File: config.mk
export PLATFORM = sky130hd
export DESIGN_NAME = irq_request_collector_flat
export DESIGN_NICKNAME = d
export VERILOG_FILES = /design/src/rtl/irq_request_collector_pkg.sv /design/src/rtl/irq_request_collector_if.sv /design/src/rtl/irq_request_collector_sync.sv /design/src/rtl/irq_request_collector.sv /design/src/flat_wrapper.sv
export SDC_FILE = /design/constraint.sdc
export NUM_CORES = 1
export LEC_CHECK = 0
export CELL_PAD_IN_SITES_DETAIL_PLACEMENT = 1
export CELL_PAD_IN_SITES_GLOBAL_PLACEMENT = 1
export CORE_UTILIZATION = 35
export CTS_CLUSTER_DIAMETER = 100
export DETAILED_ROUTE_END_ITERATION = 8
export MAX_ROUTING_LAYER = met4
export PLACE_DENSITY = 0.75
export SLEW_MARGIN = 20
export SYNTH_ARGS = -nofsm -noshare
export SYNTH_HDL_FRONTEND = slang
export SYNTH_HIERARCHICAL = 1
export SYNTH_SLANG_ARGS = --single-unit
File: constraint.sdc
create_clock -name clk -period 1.1 [get_ports clk]
set_input_delay 0.165 -clock clk [delete_from_list [all_inputs] [get_ports clk]]
set_output_delay 0.165 -clock clk [all_outputs]
set_load 0.02 [all_outputs]
File: src/rtl/irq_request_collector_pkg.sv
// Shared definitions for the interrupt request collector and the priority
// encoder that consumes its request vector.
//   IRQ_N / IRQ_IDX_W : interrupt line count and matching index width
//   irq_state_e       : request/acknowledge/EOI state encoding
package irq_request_collector_pkg;
  localparam int IRQ_N     = 8;
  localparam int IRQ_IDX_W = 3;

  typedef enum logic [1:0] {
    ST_IDLE    = 2'd0,
    ST_ACTIVE  = 2'd1,
    ST_SERVICE = 2'd2
  } irq_state_e;
endpackage

File: src/rtl/irq_request_collector_if.sv
// Bus between the collector and its environment (interrupt sources, encoder
// and consumer).
//   irq_in/edge_sel/mask : raw lines, trigger mode, request suppression
//   req_vec              : masked pending vector to the encoder
//   irq_out/in_service   : request line and one-hot in-service bit
//   ack_valid/ack_idx/eoi: consumer acknowledge and end-of-interrupt
// slave = collector side, master = environment side.
interface irq_request_collector_if
  import irq_request_collector_pkg::*;
#(
  parameter int N     = IRQ_N,
  parameter int IDX_W = IRQ_IDX_W
);
  logic [N-1:0]     irq_in;
  logic [N-1:0]     edge_sel;
  logic [N-1:0]     mask;
  logic [N-1:0]     req_vec;
  logic             irq_out;
  logic             ack_valid;
  logic [IDX_W-1:0] ack_idx;
  logic             eoi;
  logic [N-1:0]     in_service;

  modport slave (
    input  irq_in, edge_sel, mask, ack_valid, ack_idx, eoi,
    output req_vec, irq_out, in_service
  );
  modport master (
    output irq_in, edge_sel, mask, ack_valid, ack_idx, eoi,
    input  req_vec, irq_out, in_service
  );
endinterface

File: src/rtl/irq_request_collector_sync.sv
// Per-line synchroniser plus rising-edge detector.
//   clk, rst_n : clock, async active-low reset
//   d_i        : raw asynchronous line
//   s_o        : synchronised level
//   rise_o     : one-cycle pulse when s_o goes 0 -> 1
module irq_sync_edge #(
  parameter int SYNC_STAGES = 2
) (
  input  logic clk,
  input  logic rst_n,
  input  logic d_i,
  output logic s_o,
  output logic rise_o
);
  logic [SYNC_STAGES-1:0] sync_q;
  logic                   sd_q;

  // sd_q resets high: a line already high when reset releases is a level,
  // not a new edge, so it must not raise a request.
  always_ff @(posedge clk or negedge rst_n) begin
    if (!rst_n) begin
      sync_q <= '0;
      sd_q   <= 1'b1;
    end else begin
      sync_q <= {sync_q[SYNC_STAGES-2:0], d_i};
      sd_q   <= sync_q[SYNC_STAGES-1];
    end
  end

  assign s_o    = sync_q[SYNC_STAGES-1];
  assign rise_o = sync_q[SYNC_STAGES-1] & ~sd_q;
endmodule

File: src/rtl/irq_request_collector.sv
// Interrupt request collector: synchronises raw lines, holds edge/level
// pending bits, masks them into req_vec for the priority encoder and runs the
// request -> acknowledge -> end-of-interrupt handshake with the consumer.
//   clk, rst_n : clock, async active-low reset
//   bus        : collector side of irq_request_collector_if
module irq_request_collector
  import irq_request_collector_pkg::*;
#(
  parameter int N           = IRQ_N,
  parameter int IDX_W       = IRQ_IDX_W,
  parameter int SYNC_STAGES = 2
) (
  input logic                     clk,
  input logic                     rst_n,
  irq_request_collector_if.slave  bus
);
  logic [N-1:0] s, rise;
  logic [N-1:0] pend_q, pend_d, req_q;
  logic [N-1:0] in_service_q, in_service_d;
  logic [N-1:0] ack_oh, clr;
  logic         irq_out_q, irq_out_d;
  logic         ack_ok;
  irq_state_e   state_q, state_d;

  for (genvar g = 0; g < N; g++) begin : g_line
    irq_sync_edge #(.SYNC_STAGES(SYNC_STAGES)) u_sync (
      .clk    (clk),
      .rst_n  (rst_n),
      .d_i    (bus.irq_in[g]),
      .s_o    (s[g]),
      .rise_o (rise[g])
    );
  end

  assign ack_oh = {{(N-1){1'b0}}, 1'b1} << bus.ack_idx;
  // Only an ack for a line actually being requested is honoured.
  assign ack_ok = (state_q == ST_ACTIVE) & bus.ack_valid & req_q[bus.ack_idx];
  assign clr    = ack_ok ? ack_oh : '0;

  // Edge lines: a fresh rise wins over a same-cycle clear.
  // Level lines: follow the synchronised level, ack has no effect.
  assign pend_d = (bus.edge_sel & (rise | (pend_q & ~clr))) | (~bus.edge_sel & s);

  always_ff @(posedge clk or negedge rst_n) begin
    if (!rst_n) begin
      pend_q <= '0;
      req_q  <= '0;
    end else begin
      pend_q <= pend_d;
      req_q  <= pend_q & ~bus.mask;
    end
  end

  // State register
  always_ff @(posedge clk or negedge rst_n) begin
    if (!rst_n) begin
      state_q      <= ST_IDLE;
      irq_out_q    <= 1'b0;
      in_service_q <= '0;
    end else begin
      state_q      <= state_d;
      irq_out_q    <= irq_out_d;
      in_service_q <= in_service_d;
    end
  end

  // Next state
  always_comb begin
    state_d = state_q;
    case (state_q)
      ST_IDLE:    if (|req_q) state_d = ST_ACTIVE;
      ST_ACTIVE: begin
        if (!(|req_q))  state_d = ST_IDLE;
        else if (ack_ok) state_d = ST_SERVICE;
      end
      ST_SERVICE: if (bus.eoi) state_d = (|req_q) ? ST_ACTIVE : ST_IDLE;
      default:    state_d = ST_IDLE;
    endcase
  end

  // Outputs, registered alongside the state
  always_comb begin
    irq_out_d    = (state_d == ST_ACTIVE);
    in_service_d = in_service_q;
    if (ack_ok)
      in_service_d = ack_oh;
    else if ((state_q == ST_SERVICE) && bus.eoi)
      in_service_d = '0;
  end

  assign bus.req_vec    = req_q;
  assign bus.irq_out    = irq_out_q;
  assign bus.in_service = in_service_q;
endmodule

File: src/flat_wrapper.sv
// flat-port wrapper written by rule: the top's interface ports become plain ports
module irq_request_collector_flat import irq_request_collector_pkg::*;
#(
  parameter int N           = IRQ_N,
  parameter int IDX_W       = IRQ_IDX_W,
  parameter int SYNC_STAGES = 2
)
  (clk, rst_n, bus_irq_in, bus_edge_sel, bus_mask, bus_ack_valid, bus_ack_idx, bus_eoi, bus_req_vec, bus_irq_out, bus_in_service);
  irq_request_collector_if #(.N(N), .IDX_W(IDX_W)) bus_i ();
  input logic clk;
  input logic rst_n;
  input wire logic [$bits(bus_i.irq_in)-1:0] bus_irq_in;
  input wire logic [$bits(bus_i.edge_sel)-1:0] bus_edge_sel;
  input wire logic [$bits(bus_i.mask)-1:0] bus_mask;
  input wire logic [$bits(bus_i.ack_valid)-1:0] bus_ack_valid;
  input wire logic [$bits(bus_i.ack_idx)-1:0] bus_ack_idx;
  input wire logic [$bits(bus_i.eoi)-1:0] bus_eoi;
  output wire logic [$bits(bus_i.req_vec)-1:0] bus_req_vec;
  output wire logic [$bits(bus_i.irq_out)-1:0] bus_irq_out;
  output wire logic [$bits(bus_i.in_service)-1:0] bus_in_service;
  assign bus_i.irq_in = bus_irq_in;
  assign bus_i.edge_sel = bus_edge_sel;
  assign bus_i.mask = bus_mask;
  assign bus_i.ack_valid = bus_ack_valid;
  assign bus_i.ack_idx = bus_ack_idx;
  assign bus_i.eoi = bus_eoi;
  assign bus_req_vec = bus_i.req_vec;
  assign bus_irq_out = bus_i.irq_out;
  assign bus_in_service = bus_i.in_service;
  irq_request_collector #(.N(N), .IDX_W(IDX_W), .SYNC_STAGES(SYNC_STAGES)) u_core (.clk(clk), .rst_n(rst_n), .bus(bus_i));
endmodule
Word-level counts from Yosys, hierarchy flattened
Index checks and enable logic that the tools add are counted.
{"block": "word_totals", "ff_bits": 51, "input_bits": 31, "output_inout_bits": 17, "wordCells": 68}
{"block": "classes", "n_lt_le_gt_ge": 1, "eq_ne": 3, "n_shift": 1, "mux": 11, "bitwise_logic": 27, "reduce_logical": 4}
{"op": "8-bit bitwise AND", "count": 4}
{"op": "8-bit two-way mux", "count": 3}
{"op": "8-bit inverter", "count": 3}
{"op": "8-bit bitwise OR", "count": 2}
{"op": "1-bit bitwise AND", "count": 10}
{"op": "2-bit two-way mux", "count": 4}
{"op": "1-bit inverter", "count": 8}
{"op": "8-bit OR reduction", "count": 1}
{"op": "1-bit by 3-bit left shift with 8-bit output, first input constant", "count": 1}
{"op": "2-bit case mux with 3 select lines", "count": 1}
{"op": "2-bit by 1-bit equality test with 1-bit output, second input constant", "count": 2}
{"op": "3-bit by 4-bit less-than comparator with 1-bit output, second input constant", "count": 1}
{"op": "1-bit binary-select mux with 3-bit select", "count": 1}
{"op": "2-bit equality test, second input constant", "count": 1}
{"op": "2-bit zero test", "count": 1}
{"op": "1-bit two-way mux", "count": 2}
{"op": "2-bit nonzero test", "count": 1}
{"op": "1-bit logical AND", "count": 1}

Longest topological paths before layout
{"block": "logic_depth", "ltp_word": 9, "ltp_mapped": 5, "ltp_nobuf": 4}

Hierarchy
The synthesis kept the hierarchy.
{"module": "irq_request_collector", "instances": 1, "cells_each": 107, "area_each_um2": 1198.6, "seq_area_each_um2": 675.6}
{"module": "irq_sync_edge", "instances": 8, "cells_each": 4, "area_each_um2": 90.1, "seq_area_each_um2": 76.3}

Worst setup path before layout
OpenSTA, ideal clock, no wires.
{"block": "synth_timing", "kind": "register -> register", "start": "reg u_core.req_q[5], in the netlist u_core/bus.req_vec[5]", "end": "reg u_core.in_service_q[0], in the netlist u_core/bus.in_service[0]", "setup_ns": 0.064, "arrival_time_ns": 1.296, "required_time_ns": 1.036, "setup_slack_ns": -0.260, "path_stages_with_launch": 5, "n_path_buf": 0, "period_less_slack_ns": 1.360, "cell_sequence": "dfrtp_1 mux2_4 a2bb2oi_2 a31oi_4 a21bo_1"}
{"block": "synth_via", "elab_chain_cells": 4, "word_cells_on_any_way": 5, "classes_between": "mux: 3; bitwise: 1; reduce/logical: 1"}
{"item": "start, declared", "line_no": "irq_request_collector.sv:18", "rtl": "logic [N-1:0] pend_q, pend_d, req_q;"}
{"item": "start signal, assigned", "line_no": "irq_request_collector.sv:50", "rtl": "req_q <= pend_q & ~bus.mask;"}
{"item": "1-bit binary-select mux with 3-bit select *", "line_no": "irq_request_collector.sv:37", "rtl": "assign ack_ok = (state_q == ST_ACTIVE) & bus.ack_valid & req_q[bus.ack_idx];"}
{"item": "1-bit two-way mux (not written as such) *", "line_no": "irq_request_collector.sv:37"}
{"item": "1-bit bitwise AND *", "line_no": "irq_request_collector.sv:37"}
{"item": "8-bit two-way mux / 2-bit nonzero test (equally long branches)"}
{"item": "end signal, assigned", "line_no": "irq_request_collector.sv:63", "rtl": "in_service_q <= in_service_d;"}
{"item": "end, declared", "line_no": "irq_request_collector.sv:19", "rtl": "logic [N-1:0] in_service_q, in_service_d;"}
Mark *: on every way between the ends. The rest lies on a longest branch, timed or not. The select of a mux whose other input is x is not followed.
A chain may end at the register's enable or synchronous reset.

Worst setup path after layout
{"block": "layout_timing", "start": "reg u_core.state_q[1]", "end": "reg u_core.pend_q[7]"}
{"block": "layout_via", "elab_chain_cells": 9}
{"item": "start, declared", "line_no": "irq_request_collector.sv:23", "rtl": "irq_state_e state_q, state_d;"}
{"item": "start signal, assigned", "line_no": "irq_request_collector.sv:61", "rtl": "state_q <= state_d;"}
{"item": "2-bit by 1-bit equality test with 1-bit output", "line_no": "irq_request_collector.sv:37"}
{"item": "1-bit bitwise AND (2 in a row)", "line_no": "irq_request_collector.sv:37"}
{"item": "8-bit two-way mux", "line_no": "irq_request_collector.sv:38", "rtl": "assign clr = ack_ok ? ack_oh : '0;"}
{"item": "8-bit inverter", "line_no": "irq_request_collector.sv:42", "rtl": "assign pend_d = (bus.edge_sel & (rise | (pend_q & ~clr))) | (~bus.edge_sel & s);"}
{"item": "8-bit bitwise AND", "line_no": "irq_request_collector.sv:42"}
{"item": "8-bit bitwise OR", "line_no": "irq_request_collector.sv:42"}
{"item": "8-bit bitwise AND", "line_no": "irq_request_collector.sv:42"}
{"item": "8-bit bitwise OR", "line_no": "irq_request_collector.sv:42"}
{"item": "net u_core.pend_d[7]", "line_no": "irq_request_collector.sv:18"}
{"item": "end signal, assigned", "line_no": "irq_request_collector.sv:49", "rtl": "pend_q <= pend_d;"}
{"item": "end, declared", "line_no": "irq_request_collector.sv:18"}
The timed path passes the listed nets, and every way through them passes these cells.

==> impl_metrics.yaml <==
cells_and_area:
  antenna_cells: 0
  fin_util_pct: 54.47
  drive_above_1_share_pct: 43.98
  final_area_um2: 2835
  final_nets: 246
  synthToLayoutAreaGrowth_pct: 47.72
synthesis:
  ys.flop_type: "dfrtp_1"
  syn_inst: 139
  yosys.area.top_type: "dfrtp_1"
  ys_seq_elements: 51
  ys_warn_count: 6
  synth.most_common_cell: "dfrtp_1"
  synth_top_family_by_area: "simple AND/OR/NAND/NOR gates"
  yosys.cell_types.count: 24
  synth-xor-area-share_pct: 0
  synth-compound-area-share_pct: 11.41
  synthTopCellsByCount: "43 x dfrtp_1, 16 x a21oi_1, 12 x nor2_1, 12 x nor2b_1"
  synthMuxAreaShare_pct: 2.347
  synthSimpleGateAreaFrac_pct: 18.19
  synth_top_area_share_pct: 56.06
  async_flop_share_pct: 100.0
  synth_edf_count: 0
  synth-seq-area-share_pct: 67.01
  synth_area_leaders: "dfrtp_1 56%, dfstp_2 11%, nor2b_4 5.7%, a21bo_1 4.2%, a21oi_1 4.2%"
  avgSynthCellArea_um2: 13.81
  synth_fa_ha_area_share_pct: 0
  synthesis.area_um2: 1919
  syn-num-nets: 170
flow_run:
  cap_violations: 0
pwr:
  seqPwrFrac_pct: 52.3
  netSwitchingFraction_pct: 28.57
  combPwrFrac_pct: 20.9
  pwr-share-clk_pct: 26.7
  total_leakage_power_nw: 1.299
  p_per_area_nw_per_um2: 1468
  ir_drop_mv: 0.7774
  power_switching_mw: 1.189
  power.internal_mw: 2.974
  p_total_mw: 4.163
placement:
  placed_area_um2: 2610
  gp_congestion: 0.8329
  preCtsSetupSlack_ns: -0.8498
  post-dp-hpwl_um: 3348
  port_buffers: 47
drt:
  drt_iter0_markers: 88
  drc: 0
  vias: 1388
  ant_nets: 0
  first_pass_iters: 4
  wl_per_cell_um: 17.44
  drt-vias-per-instance: 4.853
  wl_um: 4987
sta:
  clock_skew_ns: 0.002769
  hold_violations: 0
  setup_slack_ns: -0.2413
  tns_ns: -4.020
  relSlewSlack_pct: 76.27
  period_share_pct: 121.9
  drv_slew: 0
  worst_slew_pin_slew_ns: 0.3560
  fin_crit_ns: 1.341
  rsz0062_at_grt: "true"
  setup_viol: 23
  clock.fmax_mhz: 745.5
global_route:
  antenna_found_initial: 0
  overflow: 0
  gr-usage-all-layers_pct: 18.78
  grt_pass1_wl_um: 8004
  grt_start_max_net_pins: 52
  grt_pass1_vias: 1604
critical_path:
  regToRegStartpoint: "u_core/state_q[1]"
  startpoint_type: "flop"
  crit_path_end_kind: "flop"
  crit_fanout: 4
  crit_path_start: "u_core/state_q[1]"
  required_ns: 1.30
  criticalPathCategory: "flop to flop"
  worstPathArrival_ns: 1.54
die:
  core_region_area_um2: 5205
  dieArea_um2: 5784
  rows: 26
  start_util_pct: 36.88
  die_x_um: 76.05
  die_h_um: 76.05
  io-pin-count: 48
clock_network:
  numCtsBuffers: 5
  path_clk_slew_ns: 0.10
  cts_tree: "done"
  clk_latency_ns: 0.30
  cts_root_buf: "clkbuf_8"
  cts_buffer_depth: 2
  cts.sinks: 51
  htreeDepth: 2
worst_hold_path:
  hp-class: "input port to flop"
  min_from: "bus_irq_in[2]"
run_status:
  violations: "negative setup slack"
  status: "finished, violations left"
what timing repair did:
| item | 4_1_cts | 5_1_grt |
|---|---|---|
| setup buffers | 4 | 5 |
| hold buffers | 1 | 0 |
| hold endpoints to repair | 43 | 0 |
| gates resized for setup | 93 | 17 |
| setup endpoints to repair | 36 | 28 |
| pin swaps | 12 | 8 |
layout by cell type (no fill, tap or decap), types with 5 or more instances in the layout:
cell	count
a21bo_1	8
a21oi_1	7
a21oi_2	8
buf_2	10
buf_4	19
buf_6	11
clkbuf_8	5
clkdlybuf4s50_1	26
dfrtp_1	34
dfrtp_2	9
dfstp_2	8
nor2_1	11
nor2b_1	12
nor2b_4	8
through the flow:
step	hold WS, ns	std cells
6_report	0.2861	286
3_3_place_gp	0.1677	268
5_1_grt	0.2783	286
3_5_place_dp	0.1774	268
2_1_floorplan	-0.1306	139
4_1_cts	0.2765	281
worst max-delay path: stages, from the launching register on:
cell and delay (ns):
dfrtp_2 0.43, and4b_2 0.35, nand4_1 0.18, a21oi_2 0.19, a21oi_1 0.07
cell families (layout without fill, tap and decap cells):
group                  after synthesis  in the layout
AOI/OAI and AO/OA                   29             29
buffers and inverters                3             80
DFF                                 51             51
muxes                                4              4
and+or+nand+nor                     52             52
power by group through the flow:
stage	combinational (mW)	sequential (mW)	clock [mW]
global route	0.933	2.20	1.23
floorplan	0.260	2.27	0
finish	0.872	2.18	1.11
global placement	0.760	2.19	0
detailed placement	0.794	2.21	0
CTS	0.807	2.18	1.15
sequential cells by signal (all words and copies together), names as in the netlist:
name / count
u_core/bus.irq_out: 1
u_core/bus.in_service: 8
u_core/state_q: 2
u_core/pend_q: 8
u_core/g_line.u_sync/sync_q: 16
u_core/bus.req_vec: 8
u_core/g_line.u_sync/sd_q: 8
cell type report:
cell class,count,area (um2)
flip-flops and latches,51,1297
inverters,1,3.754
repair buffers,71,634.4
well taps,70,87.58
fillers,552,2370
clock inverters,3,22.52
clock buffers,5,68.82
multi-input cells,85,720.7
worst paths after layout:
check                                               endpoint  slack [ns]  cells past startpoint
max                                         u_core/pend_q[7]       -0.24                      4
min                        u_core/g_line[2].u_sync/sync_q[0]        0.29                      1
max reg2reg                                 u_core/pend_q[7]       -0.24                      4
min reg2reg                u_core/g_line[1].u_sync/sync_q[1]        0.36                      0
max in group asynchronous       u_core/g_line[5].u_sync/sd_q        0.44                      3
min in group asynchronous  u_core/g_line[3].u_sync/sync_q[1]        0.37                      3
per-layer routing:
layer  part of all wire (%)  up-vias  GRT usage (%)
li1                       -      629              -
met1                     40      718          21.86
met2                     55       35          33.00
met3                    3.3        6          3.593
met4                    1.4        0          5.577
met5                      0        -              -
No activity file was read; power rests on OpenSTA's default activity.
